[config.mk]
export PLATFORM = sky130hd
export DESIGN_NAME = execute_stage
export DESIGN_NICKNAME = d
export VERILOG_FILES = /design/src/rtl/pipeline_defs_pkg.sv /design/src/rtl/alu_16.sv /design/src/rtl/execute_stage.sv
export SDC_FILE = /design/constraint.sdc
export NUM_CORES = 1
export LEC_CHECK = 0
export ABC_AREA = 1
export CORE_MARGIN = 2
export CORE_UTILIZATION = 40
export DETAILED_ROUTE_END_ITERATION = 10
export PLACE_DENSITY_LB_ADDON = 0.12
export SLEW_MARGIN = 0
export SYNTH_ARGS = -nofsm -noshare
export SYNTH_HDL_FRONTEND = slang
export SYNTH_HIERARCHICAL = 1
export SYNTH_SLANG_ARGS = --single-unit
[constraint.sdc]
create_clock -name CLK -period 3.05 [get_ports CLK]
set_clock_uncertainty 0.15 [all_clocks]
set_input_delay 0.61 -clock CLK [delete_from_list [all_inputs] [get_ports CLK]]
set_output_delay 0.61 -clock CLK [all_outputs]
set_load 0.01 [all_outputs]
[src/rtl/pipeline_defs_pkg.sv]
// ----------------------------------------------------------------------------
// pipeline_defs_pkg
// Shared definitions for the 16-bit, 8-register pipelined processor:
//   - default operand width and register-address width
//   - ALU opcode encodings (ALU_ADD .. ALU_PASSB)
//   - REG_ZERO, the hard-wired zero register number
// No ports (package).
// ----------------------------------------------------------------------------
package pipeline_defs_pkg;

    localparam int DATA_WIDTH_DEF    = 16;
    localparam int REG_ADDR_BITS_DEF = 3;
    localparam int ALU_OP_BITS       = 3;

    localparam logic [ALU_OP_BITS-1:0] ALU_ADD   = 3'd0;
    localparam logic [ALU_OP_BITS-1:0] ALU_SUB   = 3'd1;
    localparam logic [ALU_OP_BITS-1:0] ALU_AND   = 3'd2;
    localparam logic [ALU_OP_BITS-1:0] ALU_OR    = 3'd3;
    localparam logic [ALU_OP_BITS-1:0] ALU_XOR   = 3'd4;
    localparam logic [ALU_OP_BITS-1:0] ALU_SLT   = 3'd5;
    localparam logic [ALU_OP_BITS-1:0] ALU_SLTU  = 3'd6;
    localparam logic [ALU_OP_BITS-1:0] ALU_PASSB = 3'd7;

    localparam int REG_ZERO = 0;

endpackage

[src/rtl/alu_16.sv]
// ----------------------------------------------------------------------------
// alu_16
// Purely combinational ALU for the EX stage.
// Ports:
//   i_op      ALU opcode (see pipeline_defs_pkg)
//   i_a       operand A (forwarded rs)
//   i_b       operand B (immediate or forwarded rt)
//   o_result  ALU result
//   o_ovf     signed overflow for ADD/SUB, 0 otherwise; only computed when
//             ALU_OVF_EN is defined, tied to 0 otherwise
// Optional feature macro: ALU_OVF_EN
// ----------------------------------------------------------------------------
module alu_16
    import pipeline_defs_pkg::*;
#(
    parameter int DataWidth = DATA_WIDTH_DEF
) (
    input  logic [ALU_OP_BITS-1:0] i_op,
    input  logic [DataWidth-1:0]   i_a,
    input  logic [DataWidth-1:0]   i_b,
    output logic [DataWidth-1:0]   o_result,
    output logic                   o_ovf
);

    logic signed [DataWidth-1:0] w_a_s;
    logic signed [DataWidth-1:0] w_b_s;
    logic [DataWidth-1:0]        w_sum;
    logic [DataWidth-1:0]        w_diff;
    logic                        w_slt;
    logic                        w_sltu;

    assign w_a_s  = i_a;
    assign w_b_s  = i_b;
    assign w_sum  = i_a + i_b;
    assign w_diff = i_a - i_b;
    assign w_slt  = (w_a_s < w_b_s);
    assign w_sltu = (i_a < i_b);

    always_comb begin
        o_result = '0;
        case (i_op)
            ALU_ADD:   o_result = w_sum;
            ALU_SUB:   o_result = w_diff;
            ALU_AND:   o_result = i_a & i_b;
            ALU_OR:    o_result = i_a | i_b;
            ALU_XOR:   o_result = i_a ^ i_b;
            ALU_SLT:   o_result = {{(DataWidth-1){1'b0}}, w_slt};
            ALU_SLTU:  o_result = {{(DataWidth-1){1'b0}}, w_sltu};
            ALU_PASSB: o_result = i_b;
            default:   o_result = '0;
        endcase
    end

`ifdef ALU_OVF_EN
    // Overflow: operands of like sign (ADD) or unlike sign (SUB) producing
    // a result whose sign differs from A.
    always_comb begin
        o_ovf = 1'b0;
        case (i_op)
            ALU_ADD: o_ovf = (i_a[DataWidth-1] == i_b[DataWidth-1]) &&
                             (w_sum[DataWidth-1] != i_a[DataWidth-1]);
            ALU_SUB: o_ovf = (i_a[DataWidth-1] != i_b[DataWidth-1]) &&
                             (w_diff[DataWidth-1] != i_a[DataWidth-1]);
            default: o_ovf = 1'b0;
        endcase
    end
`else
    assign o_ovf = 1'b0;
`endif

endmodule

[src/rtl/execute_stage.sv]
// ----------------------------------------------------------------------------
// execute_stage
// EX stage of the 16-bit, 8-register pipelined processor. Resolves operand
// forwarding from MEM and WB, runs the ALU (alu_16) and registers the result
// into the EX/MEM pipeline register. Tracks a sticky halted flag.
// Ports:
//   CLK, RST                 clock (rising edge), synchronous active-high reset
//   id_*                     decoded ID/EX fields (valid, op, rs/rt addr+data,
//                            imm, use_imm, rd, reg_write, halt)
//   mem_fwd_we/rd/val        MEM-stage writeback candidate (highest priority)
//   wb_fwd_we/rd/val         WB-stage writeback candidate
//   stall                    hold EX/MEM register
//   flush                    kill the instruction entering EX/MEM
//   ex_valid/result/rd_addr/reg_write/halt   EX/MEM register outputs
//   halted                   sticky, set once a HALT leaves EX
//   ex_ovf                   (ALU_OVF_EN only) registered signed overflow
// Optional feature macro: ALU_OVF_EN
// ----------------------------------------------------------------------------
module execute_stage
    import pipeline_defs_pkg::*;
#(
    parameter int DataWidth   = DATA_WIDTH_DEF,
    parameter int RegAddrBits = REG_ADDR_BITS_DEF,
    parameter int AluOpBits   = ALU_OP_BITS
) (
    input  logic                   CLK,
    input  logic                   RST,
    input  logic                   id_valid,
    input  logic [AluOpBits-1:0]   id_alu_op,
    input  logic [RegAddrBits-1:0] id_rs_addr,
    input  logic [RegAddrBits-1:0] id_rt_addr,
    input  logic [DataWidth-1:0]   id_rs_val,
    input  logic [DataWidth-1:0]   id_rt_val,
    input  logic [DataWidth-1:0]   id_imm,
    input  logic                   id_use_imm,
    input  logic [RegAddrBits-1:0] id_rd_addr,
    input  logic                   id_reg_write,
    input  logic                   id_halt,
    input  logic                   mem_fwd_we,
    input  logic [RegAddrBits-1:0] mem_fwd_rd,
    input  logic [DataWidth-1:0]   mem_fwd_val,
    input  logic                   wb_fwd_we,
    input  logic [RegAddrBits-1:0] wb_fwd_rd,
    input  logic [DataWidth-1:0]   wb_fwd_val,
    input  logic                   stall,
    input  logic                   flush,
    output logic                   ex_valid,
    output logic [DataWidth-1:0]   ex_result,
    output logic [RegAddrBits-1:0] ex_rd_addr,
    output logic                   ex_reg_write,
    output logic                   ex_halt,
`ifdef ALU_OVF_EN
    output logic                   ex_ovf,
`endif
    output logic                   halted
);

    localparam logic [RegAddrBits-1:0] ZERO_ADDR = RegAddrBits'(REG_ZERO);

    // MEM beats WB beats register file; register 0 always reads as zero.
    function automatic logic [DataWidth-1:0] fwd_operand(
        input logic [RegAddrBits-1:0] addr,
        input logic [DataWidth-1:0]   rf_val,
        input logic                   m_we,
        input logic [RegAddrBits-1:0] m_rd,
        input logic [DataWidth-1:0]   m_val,
        input logic                   w_we,
        input logic [RegAddrBits-1:0] w_rd,
        input logic [DataWidth-1:0]   w_val
    );
        logic [DataWidth-1:0] v;
        if (addr == ZERO_ADDR)
            v = '0;
        else if (m_we && (m_rd == addr))
            v = m_val;
        else if (w_we && (w_rd == addr))
            v = w_val;
        else
            v = rf_val;
        return v;
    endfunction

    logic [DataWidth-1:0] w_op_a_p0;
    logic [DataWidth-1:0] w_rt_fwd_p0;
    logic [DataWidth-1:0] w_op_b_p0;
    logic [DataWidth-1:0] w_alu_res_p0;
    logic                 w_alu_ovf_p0;
    logic                 w_halting;
    logic                 w_kill;

    assign w_op_a_p0   = fwd_operand(id_rs_addr, id_rs_val,
                                     mem_fwd_we, mem_fwd_rd, mem_fwd_val,
                                     wb_fwd_we, wb_fwd_rd, wb_fwd_val);
    assign w_rt_fwd_p0 = fwd_operand(id_rt_addr, id_rt_val,
                                     mem_fwd_we, mem_fwd_rd, mem_fwd_val,
                                     wb_fwd_we, wb_fwd_rd, wb_fwd_val);
    assign w_op_b_p0   = id_use_imm ? id_imm : w_rt_fwd_p0;

    alu_16 #(
        .DataWidth (DataWidth)
    ) u_alu (
        .i_op     (id_alu_op),
        .i_a      (w_op_a_p0),
        .i_b      (w_op_b_p0),
        .o_result (w_alu_res_p0),
        .o_ovf    (w_alu_ovf_p0)
    );

    // A HALT sitting in EX/MEM already counts as halting, so the very next
    // instruction is not issued while halted is being set.
    assign w_halting = halted | (ex_valid & ex_halt);
    assign w_kill    = flush | ~id_valid | w_halting;

    // ---- EX/MEM pipeline register (stage p1) ----
    logic                   r_vld_p1;
    logic [DataWidth-1:0]   r_result_p1;
    logic [RegAddrBits-1:0] r_rd_p1;
    logic                   r_rw_p1;
    logic                   r_halt_p1;
    logic                   r_ovf_p1;
    logic                   r_halted;

    always_ff @(posedge CLK) begin
        if (RST) begin
            r_vld_p1    <= 1'b0;
            r_result_p1 <= '0;
            r_rd_p1     <= '0;
            r_rw_p1     <= 1'b0;
            r_halt_p1   <= 1'b0;
            r_ovf_p1    <= 1'b0;
            r_halted    <= 1'b0;
        end else if (!stall) begin
            if (r_vld_p1 && r_halt_p1)
                r_halted <= 1'b1;
            if (w_kill) begin
                r_vld_p1  <= 1'b0;
                r_rw_p1   <= 1'b0;
                r_halt_p1 <= 1'b0;
                r_ovf_p1  <= 1'b0;
            end else begin
                r_vld_p1    <= 1'b1;
                r_result_p1 <= w_alu_res_p0;
                r_rd_p1     <= id_rd_addr;
                r_rw_p1     <= id_reg_write && (id_rd_addr != ZERO_ADDR) && !id_halt;
                r_halt_p1   <= id_halt;
                r_ovf_p1    <= w_alu_ovf_p0;
            end
        end
    end

    assign ex_valid     = r_vld_p1;
    assign ex_result    = r_result_p1;
    assign ex_rd_addr   = r_rd_p1;
    assign ex_reg_write = r_rw_p1;
    assign ex_halt      = r_halt_p1;
    assign halted       = r_halted;
`ifdef ALU_OVF_EN
    assign ex_ovf       = r_ovf_p1;
`else
    logic w_unused_ovf;
    assign w_unused_ovf = r_ovf_p1;
`endif

endmodule

==> reports/summary.txt <==
status: finished with violations
failing checks: setup timing
# DRC: 0
Die H: 120 µm
routed length per instance: 15.4 µm
placed cell count: 1423
critical path arrival: 3.17 ns
Critical path origin: wb_fwd_rd[1]
Slew Viols, Final: 0
routed wire length: 22900 µm
I/O pin count: 131
Die ar.: 14300 µm²
Setup CP Type: in2reg
Sw Share: 46.7%
fmax: 319 MHz
Setup WS post-layout: -0.0824 ns
P_leak: 4.86 nW
PD cells: 319 nW/µm²
H-tree levels: 1
CTS tree: yes
clock transition at the registers of the reported paths: 0.06 ns
RSZ-0062 raised after global routing: true
Synthesized Nets: 1163
Setup crit end: ex_result[8]
clock insertion delay at the later pin of the skew report: 0.26 ns
clock power share: 9.3%
Internal: 1.64 mW
Reg-to-Reg End: ex_rd_addr[1]
clk buf depth: 2
Combinational Power Share: 80.4%
Slew HR: 56.8%
Worst EP required: 3.09 ns
final setup vio count: 3
share of cells above drive strength 1: 40.9%
maximum vdd drop: 0.000216 V
grt ovf: 0
ANT cells: 0
Hold-fix buffers, CTS: 0
Die Wd: 120 µm
reg2reg setup slack: 1.48 ns
Max-cap violations: 0
Synthesis Warnings: 6
Final HPWL DP: 16200 µm
Via density: 5.26
NetSw: 1.44 mW
TritonCTS Buffers: 3
row cnt: 42
final worst path period share: 103%
NumNets Final: 1467
Final Wtd Congestion: 0.980
Final Critical Period: 3.13 ns
Root Buffer: clkbuf_16
Post-Layout Cell Count: 1484
Avg Cell Area, Syn: 5.32 µm²
Max FO, Critical Path: 7
first-pass GRT wire length: 34100 µm
r2r worst-path depth: 5
DRT iter0 DRCs: 606
Setup crit start kind: input pin
sequential share of power: 10.3%
Crit Reg-Reg Startpoint: ex_valid
routed vias: 7802
initial antenna violation count: 0
CTS Sinks: 23
starting density of the core: 40.7%
GRT Resource Usage Total: 28.8%
synthesized instance count: 1005
core area: 13100 µm²
synthesized cell area: 5350 µm²
port bufs: 130
Fin. Hold Viols: 0
class of the worst hold path: reg2reg
area grow syn2layout: 81.1%
post-route ant nets: 0
drt first pass iters: 7
critical path capture point type: register
total power draw: 3.08 mW
Worst Max-Slew Pin Slew: 0.648 ns
largest net degree at the start of global routing: 24
vias in the first global route: 7162
==> critical path, cell delays in order <==
cell and delay [ns]:
buf_6 0.11, inv_4 0.05, nand2_2 0.05, nand2_2 0.09
nor2_4 0.06, buf_12 0.13, nand2_8 0.08, buf_8 0.14
nand2_2 0.06, nand3_2 0.07, nand2_2 0.05, nand2_2 0.07
inv_2 0.05, ha_4 0.34, inv_2 0.06, buf_6 0.12
a21oi_4 0.21, nor2_2 0.07, nor2_1 0.15, nand2_2 0.09
a21oi_1 0.12, o21ai_1 0.09, nand3_1 0.07, nand2_1 0.06
a21oi_1 0.17
==> routing by layer <==
| layer | vias up | track usage (%) | part of all wire, % |
|---|---|---|---|
| met5 | - | 0 | 0 |
| met4 | 0 | 7.57 | 4.0 |
| met3 | 91 | 2.76 | 8.3 |
| met2 | 430 | 51.5 | 48 |
| met1 | 3505 | 37.0 | 39 |
| li1 | 3776 | - | - |
==> worst min path at each step <==
stage             startpoint             to  cells past startpoint
4_1_cts        ex_result[14]  ex_result[14]                      2
6_report       ex_rd_addr[2]  ex_rd_addr[2]                      2
2_1_floorplan  ex_rd_addr[1]  ex_rd_addr[1]                      2
5_1_grt         ex_result[6]   ex_result[6]                      2
3_5_place_dp   ex_rd_addr[2]  ex_rd_addr[2]                      2
3_3_place_gp   ex_rd_addr[2]  ex_rd_addr[2]                      2
==> cell type report <==
cell class / instances / area (µm²)
Sequential cell: 23 / 460
Clock buffer: 3 / 75.1
Multi-Input combinational cell: 750 / 5000
Clock inverter: 1 / 5.00
Timing Repair Buffer: 336 / 3150
Tap cell: 176 / 220
Inverter: 195 / 774
Fill cell: 1028 / 3460
==> registers in the layout, summed over array words and instances, names as in the netlist <==
signal	count
ex_reg_write	1
ex_result	16
ex_rd_addr	3
ex_halt	1
ex_valid	1
halted	1
==> cells in the final DEF, fill, tap and decap left out, types with 3 or more instances in the layout <==
cell type and n:
nand2_1 246, buf_4 164, nand3_1 124, inv_1 118, clkdlybuf4s50_1 115, nand2_2 86, inv_2 66, buf_6 37
a21oi_1 31, nor2_1 28, nand3_2 27, ha_1 25, dfxtp_1 23, nand2_4 22, nor2_4 19, o22ai_1 18
ha_4 18, a21oi_2 14, nor2_2 11, nand4_1 11, inv_4 8, buf_12 7, nand3_4 6, o21ai_0 6
xor2_1 5, buf_8 5, o21ai_1 5, ha_2 5, o21ai_2 4, clkbuf_16 4, nor3_1 3, buf_16 3
a221oi_2 3, a21oi_4 3, o2111ai_1 3
==> power by group through the flow <==
stage	clock network, mW	registers (mW)	logic [mW]
2_1_floorplan	0	0.328	0.941
3_5_place_dp	0	0.323	1.73
6_report	0.287	0.317	2.48
4_1_cts	0.290	0.317	2.01
3_3_place_gp	0	0.323	1.73
5_1_grt	0.305	0.318	2.66
==> per-stage QoR <==
step                cell area (µm²)  util [%]  setup TNS (ns)  worst slack (ns)  hold WS [ns]
floorplan                      5350         -               0            0.0549         0.334
global placement               7800      59.4          -11.57            -0.829         0.304
detailed placement             7800      59.4          -11.93            -0.854         0.306
CTS                            8660      65.9         -0.0104           -0.0104         0.315
global route                   9680      73.7           -1.58            -0.190         0.335
finish                         9680      73.7          -0.137           -0.0824         0.311
==> what timing repair did <==
action / 4_1_cts / 5_1_grt
setup endpoints to repair: 16 / 16
resized for setup: 184 / 270
pin swaps: 46 / 127
gates cloned: 6 / 2
setup buffers: 26 / 23
(Power assumes the default switching activity.)
==> edit 1, RTL diff (same flow settings) <==
Build with the macro `ALU_OVF_EN` defined.
--- a/src/rtl/alu_16.sv
+++ b/src/rtl/alu_16.sv
@@ -10,6 +10,8 @@
 //             ALU_OVF_EN is defined, tied to 0 otherwise
 // Optional feature macro: ALU_OVF_EN
 // ----------------------------------------------------------------------------
+`define ALU_OVF_EN
+
 module alu_16
     import pipeline_defs_pkg::*;
 #(
Formal check against the unedited RTL (old outputs only; new: ex_ovf): equivalent (equiv_simple and equiv_induct, registers matched by name and starting in step).
==> edit 1 against the unedited design <==
The run still ends with setup timing left. Synthesized area is 5.0% higher. Highest routed layer unchanged. Total power up 9.8%. Via count rose by 4.1%. Routed wire length increased by 9.6%. Largest cell class unchanged. Critical endpoint is now ex_result[0]. Setup slack lost 12 ps. Critical path depth decreased by 2. Sequential cell count grew 1. Cell area grew 6.0%. Non-clock buffer count down 6.
==> edit 1: results (changes against the unedited design) <==
| Metric | Value |
|---|---|
| Seq group | `335 uW (+6%)` |
| Multi-In Gates | `783 (+4.4%)` |
| Vias per cell | `5.35 (+1.7%)` |
| HP Start | `ex_ovf` |
| # Post-CTS Setup Buffers | `23 (-12%)` |
| Crit-path max FO | `8 (+1)` |
| Slowest cell on crit path | `fa_2` |
| Wire length per cell | `16.5 microns (+7.1%)` |
| Clock-cell share of area | `1.02% (+0.20 points)` |
| DR iter-0 viols | `710 (+17%)` |
| Syn_area_per_cell | `5.39 sq um (+1.3%)` |
| Final setup viols | `3 (unchanged)` |
| Footprint of the multi-input gates | `5510 sq um (+10%)` |
| Hpwl dp | `16,800 microns (+3.8%)` |
| Outcome | `finished, violations left` |
| Setup TNS Final | `-165 ps (-28.0 ps)` |
| Cells after synthesis | `1,042 (+3.7%)` |
| Failing checks | `setup timing` |
| Data buffer area share | `31.0% (-1.5 points)` |
| Met2 Wirelength | `12,100 microns (+8.7%)` |
| R2r endpoint | `ex_result[15]` |
| Routability cong. | `0.947 (-3.4%)` |
| FF-to-FF Start | `ex_halt` |
| DR vias | `8,121 (+4.1%)` |
| Max VDD drop | `0.227 mV (+4.8%)` |
| Logic inverters | `198 (+1.5%)` |
| Cell Int Power | `1820 uW (+11%)` |
| Worst setup margin | `-94.7 ps (-12.3 ps)` |
| Worst Hold Slack | `304 ps (-7.43 ps)` |
| Leakage | `0.00511 uW (+5.1%)` |
| Pre-CTS WS | `-937 ps (-82.8 ps)` |
| Sequential cell area share | `4.68% (-0.074 points)` |
| Nets | `1,498 (+2.1%)` |
-- edit 1: logic make-up after synthesis --
logic type | count (synthesis) | share of synthesized area [%]
XOR/XNOR | 5 | 0.780
flip-flops | 24 | 8.56
buffers and inverters | 237 | 17.8
AO/OA/AOI/OAI | 102 | 10.7
AND/OR/NAND/NOR | 624 | 50.7
adder cells (fa/ha/maj) | 50 | 11.4
-- edit 1: worst register-to-register path: stages (launching register included) --
cell and delay [ps]:
dfxtp_1 370, a21oi_1 90, nand3b_1 100, nor2_2 40, inv_1 540, nor2_1 130, nor2_1 120
-- edit 1: worst max path at each step --
| stage | startpoint | to | slack, ps |
|---|---|---|---|
| final | mem_fwd_rd[1] | ex_result[0] | -90 |
| after global routing | mem_fwd_rd[1] | ex_result[0] | -210 |
| after CTS | id_rt_addr[0] | ex_result[15] | -50 |
| after detailed placement | id_rs_addr[2] | ex_result[0] | -940 |
| after global placement | id_rs_addr[2] | ex_result[0] | -910 |
| after floorplan | id_use_imm | ex_result[15] | 20 |
==> edit 2, RTL diff (same flow settings) <==
Made on the original files. Reset style: asynchronous (`RST`), changed in one clocked block. Comments in the files are not updated.
--- a/src/rtl/execute_stage.sv
+++ b/src/rtl/execute_stage.sv
@@ -120,7 +120,7 @@
     logic                   r_ovf_p1;
     logic                   r_halted;
 
-    always_ff @(posedge CLK) begin
+    always_ff @(posedge CLK or posedge RST) begin
         if (RST) begin
             r_vld_p1    <= 1'b0;
             r_result_p1 <= '0;
Behaviour: differs if RST is asserted again (counterexample within 4 cycles, from zero or initial values and one cycle with RST high); with RST held inactive, the same outputs for 10 cycles.
==> edit 2 against the unedited design <==
The run still ends with setup timing left. Maximum frequency fell by 1.5%. Total power fell by 0.48%. Routed wire length rose by 3.4%. Sequential cell count did not move. Register-to-register slack got worse by 100 ps. Sequential share of layout area rose by 1.0 points. Cell area rose by 2.7%. Synthesized area rose by 1.9%. Count of clock-buffer cells in the layout did not move. Setup slack got worse by 48 ps. Critical path depth fell by 2. Critical path type unchanged. Critical endpoint is now ex_result[14]. Largest power group unchanged. Highest routed layer unchanged.
==> edit 2: results (changes against the unedited design) <==
| Metric | Value |
|---|---|
| Initial DRT Pass Iterations | `6 (-1)` |
| Post-CTS Resized | `268 (+46%)` |
| Routed WL | `23,700 microns (+3.4%)` |
| Met2 Wirelength | `11,300 microns (+2.0%)` |
| Timing endpoint of the critical path | `ex_result[14]` |
| Final setup viols | `13 (+10)` |
| Nets | `1,423 (-3.0%)` |
| First-pass GRT wire length | `35,000 microns (+2.8%)` |
| CP max stage delay | `280 ps (-60 ps)` |
| Crit path from | `mem_fwd_rd[0]` |
| Met2 usage | `50.4% (-1.1 points)` |
| Hold EP | `ex_rd_addr[0]` |
| Max-slew headroom | `66.9% (+10 points)` |
| Setup slack, reg-to-reg | `1380 ps (-100 ps)` |
| Setup TNS Final | `-930 ps (-793 ps)` |
| Max VDD drop | `0.190 mV (-12%)` |
| R2r endpoint | `ex_result[3]` |
| Leakage | `0.00506 uW (+4.0%)` |
| Failing checks | `setup timing` |
| Critical path arrival | `3180 ps (about the same)` |
| FILL cells | `998 (-2.9%)` |
| Outcome | `finished, violations left` |
| DR iter-0 viols | `550 (-9.2%)` |
| GR Util All Layers | `29.6% (+0.75 points)` |
| Crit-path max FO | `5 (-2)` |
| Routing usage on met1 | `38.8% (+1.8 points)` |
| Worst setup margin | `-130 ps (-48.0 ps)` |
| GR Util met3 | `4.53% (+1.8 points)` |
| Met3 Routed Length | `1720 microns (-10%)` |
| Metal-1 WL | `9770 microns (+8.6%)` |
-- edit 2: cell type report --
type	instances	area, sq um	share of cell area, %
clock inverters	1	5.00	0.0503
multi-input cells	715	5110	51.4
flip-flops and latches	23	576	5.79
repair buffers	326	3160	31.8
clock buffers	3	75.1	0.755
inverters	196	791	7.95
well taps	176	220	2.22
-- edit 2: per-stage QoR --
| step | instances | hold WS [ps] | cell area (sq um) | setup slack, ps | utilization, % |
|---|---|---|---|---|---|
| final | 1440 | 339 | 9940 | -130 | 74.8 |
| after global placement | 1378 | 320 | 7900 | -1150 | 59.4 |
| after detailed placement | 1378 | 330 | 7900 | -1170 | 59.4 |
| after global routing | 1440 | 357 | 9940 | -246 | 74.8 |
| after CTS | 1414 | 344 | 9090 | -46.9 | 68.4 |
| after floorplan | 966 | 364 | 5500 | -7.61 | - |
-- edit 2: power breakdown --
part	switching [uW]	total [uW]	internal (uW)
Clock	116	293	177
Combinational	1320	2470	1150
Sequential	0	305	305
